===== config.mk =====
export PLATFORM = sky130hd
export DESIGN_NAME = mem_port_arbiter_flat
export DESIGN_NICKNAME = d
export VERILOG_FILES = /design/src/rtl/mem_port_arbiter_if.sv /design/src/rtl/mem_port_arbiter.sv /design/src/flat_wrapper.sv
export SDC_FILE = /design/constraint.sdc
export NUM_CORES = 1
export LEC_CHECK = 0
export BUFFER_PORTS_ARGS = -buffer_cell sky130_fd_sc_hd__clkbuf_2
export CAP_MARGIN = 30
export CORE_MARGIN = 8
export CORE_UTILIZATION = 37
export CTS_CLUSTER_SIZE = 30
export DETAILED_ROUTE_END_ITERATION = 10
export PLACE_DENSITY = 0.81
export SYNTH_ARGS = -nofsm -noshare
export SYNTH_HDL_FRONTEND = slang
export SYNTH_SLANG_ARGS = --single-unit

===== constraint.sdc =====
create_clock -name i_clk -period 1.4 [get_ports i_clk]
set_clock_uncertainty 0.1 [all_clocks]
set_input_delay 0.07 -clock i_clk [delete_from_list [all_inputs] [get_ports i_clk]]
set_output_delay 0.07 -clock i_clk [all_outputs]
set_load 0.05 [all_outputs]

===== src/rtl/mem_port_arbiter_if.sv =====
// Request/response bundle between the core's fetch (I) and load/store (D) ports
// and the shared-memory arbiter.
interface mem_port_arbiter_if #(
   parameter int WIDTH = 32
);
   logic             i_req;
   logic [31:0]      i_addr;
   logic             i_ack;
   logic             i_err;
   logic             d_req;
   logic [31:0]      d_addr;
   logic [WIDTH-1:0] d_wdata;
   logic             d_we;
   logic             d_ack;
   logic             d_err;
   logic [WIDTH-1:0] rdata;

   modport master (
      output i_req, i_addr, d_req, d_addr, d_wdata, d_we,
      input  i_ack, i_err, d_ack, d_err, rdata
   );

   modport slave (
      input  i_req, i_addr, d_req, d_addr, d_wdata, d_we,
      output i_ack, i_err, d_ack, d_err, rdata
   );
endinterface


===== src/rtl/mem_port_arbiter.sv =====
// Round-robin arbiter sharing one single-port word memory between the fetch and
// load/store ports; one access in flight, IDLE -> ACCESS -> RESP per access.
module mem_port_arbiter #(
   parameter int WIDTH  = 32,
   parameter int ADDR_W = 5
) (
   input  logic              i_clk,
   input  logic              i_rst_n,
   mem_port_arbiter_if.slave bus,
   output logic [ADDR_W-1:0] o_mem_addr,
   output logic [WIDTH-1:0]  o_mem_wdi,
   output logic              o_mem_we,
   input  logic [WIDTH-1:0]  i_mem_do,
   output logic              o_busy
);

   typedef enum logic [1:0] {
      ST_IDLE   = 2'd0,
      ST_ACCESS = 2'd1,
      ST_RESP   = 2'd2
   } state_t;

   state_t            r_state;
   state_t            w_next;
   logic              r_grant_d;
   logic              r_last_d;
   logic              r_mis;
   logic              r_we;
   logic [ADDR_W-1:0] r_idx;
   logic [WIDTH-1:0]  r_wdata;
   logic [WIDTH-1:0]  r_rdata;
   logic              w_start;
   logic              w_pick_d;
   logic [31:0]       w_addr_sel;
   logic              w_unused_addr;

   assign w_addr_sel    = w_pick_d ? bus.d_addr : bus.i_addr;
   // High address bits are dropped on purpose: addresses wrap by truncation.
   assign w_unused_addr = ^w_addr_sel[31:ADDR_W+2];

   // Next-state and arbitration decode; only IDLE samples the requests.
   always_comb begin
      w_next   = r_state;
      w_start  = 1'b0;
      w_pick_d = 1'b0;
      case (r_state)
         ST_IDLE: begin
            if (bus.i_req && bus.d_req) begin
               w_start  = 1'b1;
               w_pick_d = ~r_last_d;
            end else if (bus.i_req) begin
               w_start  = 1'b1;
               w_pick_d = 1'b0;
            end else if (bus.d_req) begin
               w_start  = 1'b1;
               w_pick_d = 1'b1;
            end else begin
               w_start  = 1'b0;
               w_pick_d = 1'b0;
            end
            if (w_start) begin
               w_next = ST_ACCESS;
            end else begin
               w_next = ST_IDLE;
            end
         end
         ST_ACCESS: w_next = ST_RESP;
         ST_RESP:   w_next = ST_IDLE;
         default:   w_next = ST_IDLE;
      endcase
   end

   // State register.
   always_ff @(posedge i_clk or negedge i_rst_n) begin
      if (!i_rst_n) begin
         r_state <= ST_IDLE;
      end else begin
         r_state <= w_next;
      end
   end

   // Latch the granted request in IDLE; capture read data and fairness pointer at end of ACCESS.
   always_ff @(posedge i_clk or negedge i_rst_n) begin
      if (!i_rst_n) begin
         r_grant_d <= 1'b0;
         r_last_d  <= 1'b1;
         r_mis     <= 1'b0;
         r_we      <= 1'b0;
         r_idx     <= {ADDR_W{1'b0}};
         r_wdata   <= {WIDTH{1'b0}};
         r_rdata   <= {WIDTH{1'b0}};
      end else begin
         if (w_start) begin
            r_grant_d <= w_pick_d;
            r_idx     <= w_addr_sel[ADDR_W+1:2];
            r_mis     <= (w_addr_sel[1:0] != 2'b00);
            r_we      <= w_pick_d & bus.d_we;
            r_wdata   <= w_pick_d ? bus.d_wdata : {WIDTH{1'b0}};
         end
         if (r_state == ST_ACCESS) begin
            r_rdata  <= i_mem_do;
            r_last_d <= r_grant_d;
         end
      end
   end

   assign o_mem_addr = r_idx;
   assign o_mem_wdi  = r_wdata;
   // A misaligned store never reaches the memory write enable.
   assign o_mem_we   = (r_state == ST_ACCESS) & r_we & ~r_mis;
   assign o_busy     = (r_state != ST_IDLE);

   assign bus.i_ack  = (r_state == ST_RESP) & ~r_grant_d;
   assign bus.d_ack  = (r_state == ST_RESP) &  r_grant_d;
   assign bus.i_err  = bus.i_ack & r_mis;
   assign bus.d_err  = bus.d_ack & r_mis;
   assign bus.rdata  = r_rdata;

endmodule


===== src/flat_wrapper.sv =====
// flat-port wrapper written by rule: the top's interface ports become plain ports
module mem_port_arbiter_flat 
#(
   parameter int WIDTH  = 32,
   parameter int ADDR_W = 5
)
  (i_clk, i_rst_n, o_mem_addr, o_mem_wdi, o_mem_we, i_mem_do, o_busy, bus_i_req, bus_i_addr, bus_d_req, bus_d_addr, bus_d_wdata, bus_d_we, bus_i_ack, bus_i_err, bus_d_ack, bus_d_err, bus_rdata);
  mem_port_arbiter_if #(.WIDTH(WIDTH)) bus_i ();
  input  logic i_clk;
  input  logic i_rst_n;
  output logic [ADDR_W-1:0] o_mem_addr;
  output logic [WIDTH-1:0] o_mem_wdi;
  output logic o_mem_we;
  input  logic [WIDTH-1:0] i_mem_do;
  output logic o_busy;
  input wire logic [$bits(bus_i.i_req)-1:0] bus_i_req;
  input wire logic [$bits(bus_i.i_addr)-1:0] bus_i_addr;
  input wire logic [$bits(bus_i.d_req)-1:0] bus_d_req;
  input wire logic [$bits(bus_i.d_addr)-1:0] bus_d_addr;
  input wire logic [$bits(bus_i.d_wdata)-1:0] bus_d_wdata;
  input wire logic [$bits(bus_i.d_we)-1:0] bus_d_we;
  output wire logic [$bits(bus_i.i_ack)-1:0] bus_i_ack;
  output wire logic [$bits(bus_i.i_err)-1:0] bus_i_err;
  output wire logic [$bits(bus_i.d_ack)-1:0] bus_d_ack;
  output wire logic [$bits(bus_i.d_err)-1:0] bus_d_err;
  output wire logic [$bits(bus_i.rdata)-1:0] bus_rdata;
  assign bus_i.i_req = bus_i_req;
  assign bus_i.i_addr = bus_i_addr;
  assign bus_i.d_req = bus_d_req;
  assign bus_i.d_addr = bus_d_addr;
  assign bus_i.d_wdata = bus_d_wdata;
  assign bus_i.d_we = bus_d_we;
  assign bus_i_ack = bus_i.i_ack;
  assign bus_i_err = bus_i.i_err;
  assign bus_d_ack = bus_i.d_ack;
  assign bus_d_err = bus_i.d_err;
  assign bus_rdata = bus_i.rdata;
  mem_port_arbiter #(.WIDTH(WIDTH), .ADDR_W(ADDR_W)) u_core (.i_clk(i_clk), .i_rst_n(i_rst_n), .bus(bus_i), .o_mem_addr(o_mem_addr), .o_mem_wdi(o_mem_wdi), .o_mem_we(o_mem_we), .i_mem_do(i_mem_do), .o_busy(o_busy));
endmodule

==> impl_results.md <==
- Global-route wire length before repair: 17.5 mm
- Worst slew pin tran: 0.666 ns
- CTS tree: yes
- Adder-cell share of the synthesized area: 0%
- Arr. time, crit path: 1.79 ns
- Tot GR Track Use: 19.6%
- Die Ht: 107 um
- CP max stage delay: 0.47 ns
- PnR worst setup slack: -0.287 ns
- Yosys reg bits: 75
- Crit path top cell by count: buf_6
- Count of pins over their slew limit: 0
- Routed Antenna Nets: 0
- RSZ-0062 raised after global routing: yes
- Post-synth cell types: 30
- Post-Syn Area: 0.00304 mm2
- Area delta synth->final: 82.1%
- Multi-input logic area: 0.00120 mm2
- Worst Path Max Fanout: 7
- Post-synthesis compound-gate area fraction: 14.4%
- Site Rows: 33
- Final HPWL DP: 6.11 mm
- Critical path's top delay family: compound AO/OA/AOI/OAI gates
- Final Setup Violations: 64
- WHS: 0.0435 ns
- Reg area: 0.00188 mm2
- Ys Warns: 0
- CP Data Required Time: 1.50 ns
- Core Region: 0.00809 mm2
- Post-layout min period: 1.69 ns
- WS Path Type: register to register
- Clk root buf: clkbuf_8
- CP endpoint kind: register
- IO Count: 208
- Max Cap Viol: 0
- Largest family of logic cells by synthesized area: multiplexers
- Worst setup SP type: register
- Clk slew on worst S/H paths: 0.08 ns
- Clock Latency Late Sink: 0.33 ns
- Routability cong.: 0.830
- Final hold viol count: 0
- Pwr dens: 2820 mW/mm2
- Overflow after GRT: 0
- Die width: 107 um
- Iter 0 DRT Violations: 81
- Number of global-route vias before repair: 3217
- Share of layout cells above drive strength 1: 58.5%
- Cells along the critical path: nor2_4 -> buf_6 -> o21ai_4 -> buf_6 -> o31ai_2
- CP max-delay cell: dfrtp_2
- Num CTS Buffers: 9
- Drt via density: 4.87
- Post-Layout Cell Count: 575
- Max Fclk: 593 MHz
- Clk buf depth: 2
- CTS sink count: 75
- Peak supply drop: 1820 uV
- Post-placement cell count: 453
- Final nets: 595
- Avg Cell Area, Syn: 15.9 um2
- Fin crit share: 120%
- IO Port Bufs: 157
- Simple-Gate Fraction of Synth Area: 3.46%
- Failing checks: negative setup slack
- Buffers plus inverters on the worst setup path: 2
- Mux cell area share after synthesis: 15.7%
- Accumulated negative setup slack: -4.24 ns
- Syn_nets: 324
- H-tree Lvls: 3
- Synth Instances: 191
- Hold Crit Class: primary input to register
- Starting Density: 37.6%
- Initial antenna violation count: 2
- Outcome: complete, but fails checks
- Die area: 0.0114 mm2
- 1st-pass router iterations: 4
- Pleak: 2.82 nW
- Pin count of the biggest net entering global routing: 36
- Slew HR: 55.4%
- Seq/Total Area, Yosys: 61.7%
- Xor-xnor portion of the synthesized cell area: 0%
- DR WL/cell: 20.6 um
- # fillers: 560
- WL final: 11.8 mm
- Number of remaining DRC errors: 0
- Vias: 2800
-- power by group --
group | switching [mW] | internal [mW]
clock | 0.754 | 0.964
combinational | 6.09 | 3.75
sequential | 0.781 | 3.26
-- registers in the layout, summed over array words and instances (netlist names) --
name / cells
u_core.o_mem_wdi: 32
u_core.r_state: 2
u_core.r_grant_d: 1
u_core.r_last_d: 1
u_core.bus.rdata: 32
u_core.o_mem_addr: 5
u_core.r_we: 1
u_core.r_mis: 1
-- cell type report --
type / count / share of cell area, %
repair buffers: 268 / 37.6
flip-flops and latches: 75 / 34.0
multi-input cells: 105 / 21.7
clock buffers: 12 / 2.98
well taps: 105 / 2.37
clock inverters: 4 / 0.858
inverters: 3 / 0.339
diodes: 3 / 0.136
-- worst paths after layout --
| check | slack (ns) | cells past startpoint | startpoint | endpoint |
|---|---|---|---|---|
| min | 0.04 | 3 | bus_d_addr[6] | u_core.o_mem_addr[4] |
| min in group asynchronous | 0.09 | 2 | i_rst_n | u_core.bus.rdata[1] |
| max reg2reg | -0.29 | 5 | u_core.r_state[0] | u_core.r_mis |
| max in group asynchronous | 0.57 | 3 | i_rst_n | u_core.o_mem_wdi[10] |
| max | -0.29 | 5 | u_core.r_state[0] | u_core.r_mis |
| min reg2reg | 0.41 | 1 | u_core.o_mem_wdi[22] | u_core.o_mem_wdi[22] |
-- cell usage after synthesis --
cell type | count | area (um2)
dfrtp_1 | 74 | 1850
a22o_1 | 33 | 289
mux2_4 | 28 | 420
o21ai_0 | 6 | 30.0
mux2_2 | 5 | 56.3
nor2_1 | 5 | 18.8
o31ai_1 | 5 | 37.5
a21oi_1 | 4 | 20.0
buf_12 | 3 | 60.1
buf_8 | 3 | 45.0
and2_1 | 2 | 12.5
buf_2 | 2 | 10.0
clkbuf_1 | 2 | 7.51
inv_1 | 2 | 7.51
nor3b_1 | 2 | 15.0
a211oi_1 | 1 | 7.51
a21bo_4 | 1 | 16.3
a21boi_2 | 1 | 11.3
a21o_1 | 1 | 7.51
a2bb2oi_1 | 1 | 8.76
and3b_2 | 1 | 10.0
buf_6 | 1 | 11.3
dfstp_2 | 1 | 26.3
inv_2 | 1 | 3.75
nand2b_1 | 1 | 6.26
nor2_4 | 1 | 11.3
nor2_8 | 1 | 20.0
nor3_1 | 1 | 5.00
nor4_1 | 1 | 6.26
o21ai_2 | 1 | 8.76
-- per-layer routing --
metal  up-vias  GRT usage (%)  share of wire [%]
li1       1252              -                  -
met1      1390           19.2                 35
met2       136           37.8                 56
met3        22           6.06                6.6
met4         0           7.04                2.3
met5         -              0                  0
-- through the flow --
stage                     total power [mW]  cell area [um2]  util (%)  setup slack [ns]
after floorplan                       10.1             3070         -            -0.105
after global placement                11.7             3990      49.3          -0.00412
after detailed placement              11.9             3990      49.3           -0.0646
after CTS                             15.0             5330      65.8            -0.230
after global routing                  16.3             5540      68.4            -0.309
final                                 15.6             5540      68.4            -0.287
-- layout by cell type, fill, tap and decap left out, types with 7 or more instances in the layout --
cell and n:
clkbuf_2 150, dlygate4sd3_1 77, dfrtp_1 71, a22o_1 33
mux2_4 28, buf_6 14, clkbuf_8 12, buf_4 11
buf_12 7
-- logic make-up (layout without fill, tap and decap cells) --
family                 after synthesis  in the layout
muxes                               33             33
DFF                                 75             75
AOI/OAI and AO/OA                   54             55
and+or+nand+nor                     15             17
other                                0              3
buffers and inverters               14            287
-- worst min-delay path, cell delays in order --
cell and delay (ns):
clkbuf_2 0.08, nor2_1 0.18, o31ai_4 0.10
-- timing repair --
item	CTS	global route
buffers inserted	9	13
hold buffers	77	0
pin swaps	29	21
endpoints found under the hold margin	145	0
cloned	6	3
setup endpoints to repair	50	78
gates resized for setup	35	38
(Power assumes the default switching activity.)
